==> src/rtl/pic_serial_arbiter.sv <==
`default_nettype none
// ============================================================================
//  Module   : pic_serial_arbiter
//  Purpose  : Serial highest-priority search over NUM_SRC interrupt sources.
//             One source is examined per cycle through a single compare stage.
//             The winner is offered on a valid/ready claim port when its
//             priority is strictly above the threshold.
//  Options  : PIC_ARB_MASK_EN adds the src_enable_i per-source enable port.
//  Revision : 1.0  initial release
// ============================================================================
module pic_serial_arbiter #(
    parameter int NUM_SRC          = 8,
    parameter int ID_BITS          = 8,
    parameter int INTPRIORITY_BITS = 4
) (
    input  logic                                  clk,
    input  logic                                  rst,
    input  logic                                  scan_en_i,
    input  logic [NUM_SRC-1:0]                    src_pending_i,
    input  logic [NUM_SRC*INTPRIORITY_BITS-1:0]   src_priority_i,
    input  logic [INTPRIORITY_BITS-1:0]           threshold_i,
`ifdef PIC_ARB_MASK_EN
    input  logic [NUM_SRC-1:0]                    src_enable_i,
`endif
    input  logic                                  claim_ready_i,
    output logic                                  claim_valid_o,
    output logic [ID_BITS-1:0]                    claim_id_o,
    output logic [INTPRIORITY_BITS-1:0]           claim_priority_o,
    output logic                                  busy_o
);

    localparam int IDX_W = $clog2(NUM_SRC);

    localparam logic [1:0] S_IDLE = 2'd0;
    localparam logic [1:0] S_SCAN = 2'd1;
    localparam logic [1:0] S_HOLD = 2'd2;

    logic [1:0]                  state_q, state_d;
    logic [IDX_W-1:0]            idx_q, idx_d;
    logic [ID_BITS-1:0]          best_id_q, best_id_d;
    logic [INTPRIORITY_BITS-1:0] best_pri_q, best_pri_d;
    logic                        claim_valid_q, claim_valid_d;
    logic [ID_BITS-1:0]          claim_id_q, claim_id_d;
    logic [INTPRIORITY_BITS-1:0] claim_pri_q, claim_pri_d;
    logic                        busy_q;

    logic [NUM_SRC-1:0]          w_eff_pending;
    logic [INTPRIORITY_BITS-1:0] w_cand_pri;
    logic [ID_BITS-1:0]          w_cand_id;
    logic                        w_take;
    logic [INTPRIORITY_BITS-1:0] w_new_pri;
    logic [ID_BITS-1:0]          w_new_id;
    logic                        w_last;

`ifdef PIC_ARB_MASK_EN
    assign w_eff_pending = src_pending_i & src_enable_i;
`else
    assign w_eff_pending = src_pending_i;
`endif

    // Candidate mux: priority of the source under idx, zero when not pending
    always_comb begin
        w_cand_pri = '0;
        for (int i = 0; i < NUM_SRC; i++) begin
            if ((idx_q == IDX_W'(i)) && w_eff_pending[i]) begin
                w_cand_pri = src_priority_i[i*INTPRIORITY_BITS +: INTPRIORITY_BITS];
            end
        end
    end

    // Strict compare keeps the earlier (lower ID) source on ties
    assign w_cand_id = ID_BITS'(idx_q) + ID_BITS'(1);
    assign w_take    = (w_cand_pri > best_pri_q);
    assign w_new_pri = w_take ? w_cand_pri : best_pri_q;
    assign w_new_id  = w_take ? w_cand_id  : best_id_q;
    assign w_last    = (idx_q == IDX_W'(NUM_SRC - 1));

    // Next-state logic for the IDLE/SCAN/HOLD sequencer and claim registers
    always_comb begin
        state_d       = state_q;
        idx_d         = idx_q;
        best_id_d     = best_id_q;
        best_pri_d    = best_pri_q;
        claim_valid_d = claim_valid_q;
        claim_id_d    = claim_id_q;
        claim_pri_d   = claim_pri_q;
        case (state_q)
            S_IDLE: begin
                if (scan_en_i && (|w_eff_pending)) begin
                    state_d    = S_SCAN;
                    idx_d      = '0;
                    best_id_d  = '0;
                    best_pri_d = '0;
                end
            end
            S_SCAN: begin
                if (!scan_en_i) begin
                    // Abort: discard partial result
                    state_d    = S_IDLE;
                    idx_d      = '0;
                    best_id_d  = '0;
                    best_pri_d = '0;
                end else if (w_last) begin
                    idx_d      = '0;
                    best_id_d  = '0;
                    best_pri_d = '0;
                    if (w_new_pri > threshold_i) begin
                        state_d       = S_HOLD;
                        claim_valid_d = 1'b1;
                        claim_id_d    = w_new_id;
                        claim_pri_d   = w_new_pri;
                    end else begin
                        state_d = S_IDLE;
                    end
                end else begin
                    idx_d      = idx_q + IDX_W'(1);
                    best_id_d  = w_new_id;
                    best_pri_d = w_new_pri;
                end
            end
            S_HOLD: begin
                // Winner is frozen until accepted; no re-validation here
                if (claim_ready_i) begin
                    state_d       = S_IDLE;
                    claim_valid_d = 1'b0;
                    claim_id_d    = '0;
                    claim_pri_d   = '0;
                end
            end
            default: begin
                state_d       = S_IDLE;
                idx_d         = '0;
                best_id_d     = '0;
                best_pri_d    = '0;
                claim_valid_d = 1'b0;
                claim_id_d    = '0;
                claim_pri_d   = '0;
            end
        endcase
    end

    // State and output registers, asynchronously cleared
    always_ff @(posedge clk or posedge rst) begin
        if (rst) begin
            state_q       <= S_IDLE;
            idx_q         <= '0;
            best_id_q     <= '0;
            best_pri_q    <= '0;
            claim_valid_q <= 1'b0;
            claim_id_q    <= '0;
            claim_pri_q   <= '0;
            busy_q        <= 1'b0;
        end else begin
            state_q       <= state_d;
            idx_q         <= idx_d;
            best_id_q     <= best_id_d;
            best_pri_q    <= best_pri_d;
            claim_valid_q <= claim_valid_d;
            claim_id_q    <= claim_id_d;
            claim_pri_q   <= claim_pri_d;
            busy_q        <= (state_d != S_IDLE);
        end
    end

    assign claim_valid_o    = claim_valid_q;
    assign claim_id_o       = claim_id_q;
    assign claim_priority_o = claim_pri_q;
    assign busy_o           = busy_q;

endmodule
`default_nettype wire

==> config.mk <==
export PLATFORM = sky130hd
export DESIGN_NAME = pic_serial_arbiter
export DESIGN_NICKNAME = d
export VERILOG_FILES = /design/src/rtl/pic_serial_arbiter.sv
export SDC_FILE = /design/constraint.sdc
export NUM_CORES = 1
export LEC_CHECK = 0
export ABC_AREA = 1
export BUFFER_PORTS_ARGS = -buffer_cell sky130_fd_sc_hd__buf_2
export CORE_ASPECT_RATIO = 1.5
export CORE_MARGIN = 2
export CORE_UTILIZATION = 34
export CTS_CLUSTER_SIZE = 28
export DETAILED_ROUTE_END_ITERATION = 7
export PLACE_DENSITY = 0.54
export SLEW_MARGIN = 20
export SYNTH_ARGS = -nofsm -noshare
export SYNTH_HDL_FRONTEND = slang
export SYNTH_SLANG_ARGS = --single-unit
==> constraint.sdc <==
create_clock -name clk -period 4.1 [get_ports clk]
set_input_delay 0.615 -clock clk [delete_from_list [all_inputs] [get_ports clk]]
set_output_delay 0.615 -clock clk [all_outputs]
set_load 0.05 [all_outputs]
==> run metrics <==
R2R setup slack between 0.3 and 0.4 ns; total length of routed wires 5399 um; crit-path max FO 9; DRT iter0 DRCs 31; global route overflow 0; clock share of power 24.1%; Final Cycle Share around 92%; Setup crit end kind flip-flop; number of H-tree levels 2; Vias/cell around 4.7; Final HPWL DP roughly 4200 um; status completed; Setup violations, final 0; internal power about 610 uW; Area growth, synth to finish 28.77%; non-filler cells, final ~420; Fin. Hold Viols 0; Initial Utilization a little over a third; clock buffer depth 2; antenna-violating nets left 0; Fin Clk Skew approximately 0.0038 ns; slew margin rel. roughly half; sw frac between 30% and 40%; Core ar. between 5000 and 6000 um2; Worst path slowest cell dfrtp_2; worst path bufs/invs 5; clock sinks 31; clock period minus worst slack between 3 and 4 ns; nets ~410; Final Slew Violations 0; DIE HEIGHT 98.65 um; Max IR drop VDD roughly 0.22 mV; GRT Total Usage 16.50%; Synth Register Bits 31; Cell Area, Placed ~2400 um2; Vias just under 2000; Design Power 998.7 uW; crit-path leading delay family simple AND/OR/NAND/NOR gates; CP Class flip-flop to flip-flop; clk slew on worst S/H paths 0.07 ns; WP data arrival ~4.0 ns; fmax around 0.26 GHz; setup_tns 0 ns; switching power ~390 uW; Pre-antenna DRT Iters 4; clk root buf clkbuf_8; CP required about 4.3 ns; Netlist Area Pre-Place slightly above 2000 um2; syn_nets between 300 and 400; Yosys cell types 32; Synth warnings 0; slew at the pin closest to its max-slew limit 0.7434 ns; register area share after synthesis 38.20%; Leak around 0.0014 uW; Min-Delay Path Class input port to asynchronous set/reset pin; CTS tree built; number of max-cap violations 0; max incr delay on CP approximately 0.47 ns; die width ~67 um; IO buf count between 60 and 70; first-pass GRT wire length ~8500 um; io pins between 60 and 70; layout cells sized above 1 between 30 and 40%; vias in the first global route slightly below 2000; GP Congestion approximately 0.83; initial antenna violation count 0; Worst path most repeated cell nand2_1; Comb power frac between 40% and 50%; # rows 34; die area 6619 um2; Worst setup SP type flip-flop; placed insts 410; Mapped Cells about 280; WL/cell between 10 and 15 um; TritonCTS buffer count 5; Syn Area/Cell around 7.3 um2; drt drc 0; pwr dens 381.9 nW/um2; design area between 2000 and 3000 um2; Seq pwr share around a third; Core Util, Final a little under half; largest net degree at the start of global routing 32; worst skew pair latency slightly below 0.3 ns; ANT cells 0
-- Yosys cell counts, drive strengths merged --
cell type | instances | area (um2)
nand2 | 87 | 341.6
nand4 | 3 | 18.77
nor4 | 2 | 12.51
buf | 2 | 10.01
o31ai | 2 | 20.02
nor2 | 21 | 83.83
ha | 14 | 175.2
o22ai | 4 | 25.02
a41oi | 1 | 8.760
or2 | 5 | 31.28
o21ai | 18 | 93.84
o211ai | 1 | 7.510
a21oi | 18 | 90.09
a21boi | 3 | 22.52
nand3 | 21 | 127.6
and3 | 2 | 12.51
inv | 40 | 150.2
clkinv | 2 | 12.51
clkbuf | 2 | 11.26
dfrtp | 31 | 775.7
-- cells by family after synthesis --
logic type               share of synthesized area (%)
AO/OA/AOI/OAI                                    13.19
adder cells (fa/ha/maj)                          8.626
buffers and inverters                            9.057
flip-flops                                       38.20
AND/OR/NAND/NOR                                  30.93
-- layout make-up --
cell class,count,area [um2]
fill,645,3171
multi-input combinational,202,1134
sequential,31,779.5
timing repair buffer,67,357.8
inverter,42,165.2
tap,72,90.09
clock buffer,5,68.82
clock inverter,3,20.02
-- metal layers --
metal / track usage [%] / vias to the layer above / routed length, um
met5: 0 / - / 0
met4: 6.436 / 0 / 119
met3: 2.169 / 9 / 321
met2: 29.63 / 62 / 2744
met1: 19.23 / 873 / 2213
li1: - / 1041 / -
-- tightest hold or removal path: cells and delay by family --
family,cells,cell delay [ns]
buffers and inverters,3,0.48
-- metrics by stage --
step                hold slack, ns  worst slack [ns]
floorplan                   0.4593            0.5802
global placement            0.4597            0.1460
detailed placement          0.4581            0.1093
CTS                         0.4117           0.08890
global route                0.4475          -0.03554
finish                      0.3926            0.3136
-- flip-flops by register name, summed over array words and instances, names as in the netlist --
register and flops:
claim_id_o 8, best_id_q 8, idx_q 3, claim_valid_o 1, claim_priority_o 4, busy_o 1
best_pri_q 4, state_q 2
-- power groups by stage --
stage          clock, uW  combinational (uW)  sequential, uW
6_report             240                 412             346
5_1_grt              260                 461             349
4_1_cts              251                 358             341
3_5_place_dp           0                 356             347
3_3_place_gp           0                 353             347
2_1_floorplan          0                 245             358
-- worst paths after layout --
| path | start | to | cells past startpoint |
|---|---|---|---|
| worst max register to register | idx_q[0] | claim_id_o[2] | 28 |
| worst min register to register | claim_valid_o | claim_valid_o | 2 |
| min in group clk | claim_valid_o | claim_valid_o | 2 |
| worst max-delay path | idx_q[0] | claim_id_o[2] | 28 |
| max in group asynchronous | rst | idx_q[1] | 3 |
| worst min-delay path | rst | best_id_q[6] | 3 |
-- placed cells by master (no fill, tap or decap), types with 3 or more instances in the layout --
cell and instances:
dfrtp_1 28, buf_4 4, o22ai_1 4, o21ai_1 10, nand2_2 3, clkbuf_8 5, nand3_1 18, o21ai_0 6
a21oi_1 17, inv_2 9, ha_1 11, ha_4 3, or2_2 3, inv_1 32, nand2_1 83, a21boi_1 3
nor2_1 18, buf_2 61, nand4_1 3, dfrtp_2 3
-- what timing repair did --
| item | in CTS | in global routing |
|---|---|---|
| hold buffers | 0 | 0 |
| resized for setup | 0 | 23 |
| buffers inserted | 0 | 3 |
| endpoints found under the setup margin | 0 | 15 |
No activity file was read; power rests on OpenSTA's default activity.
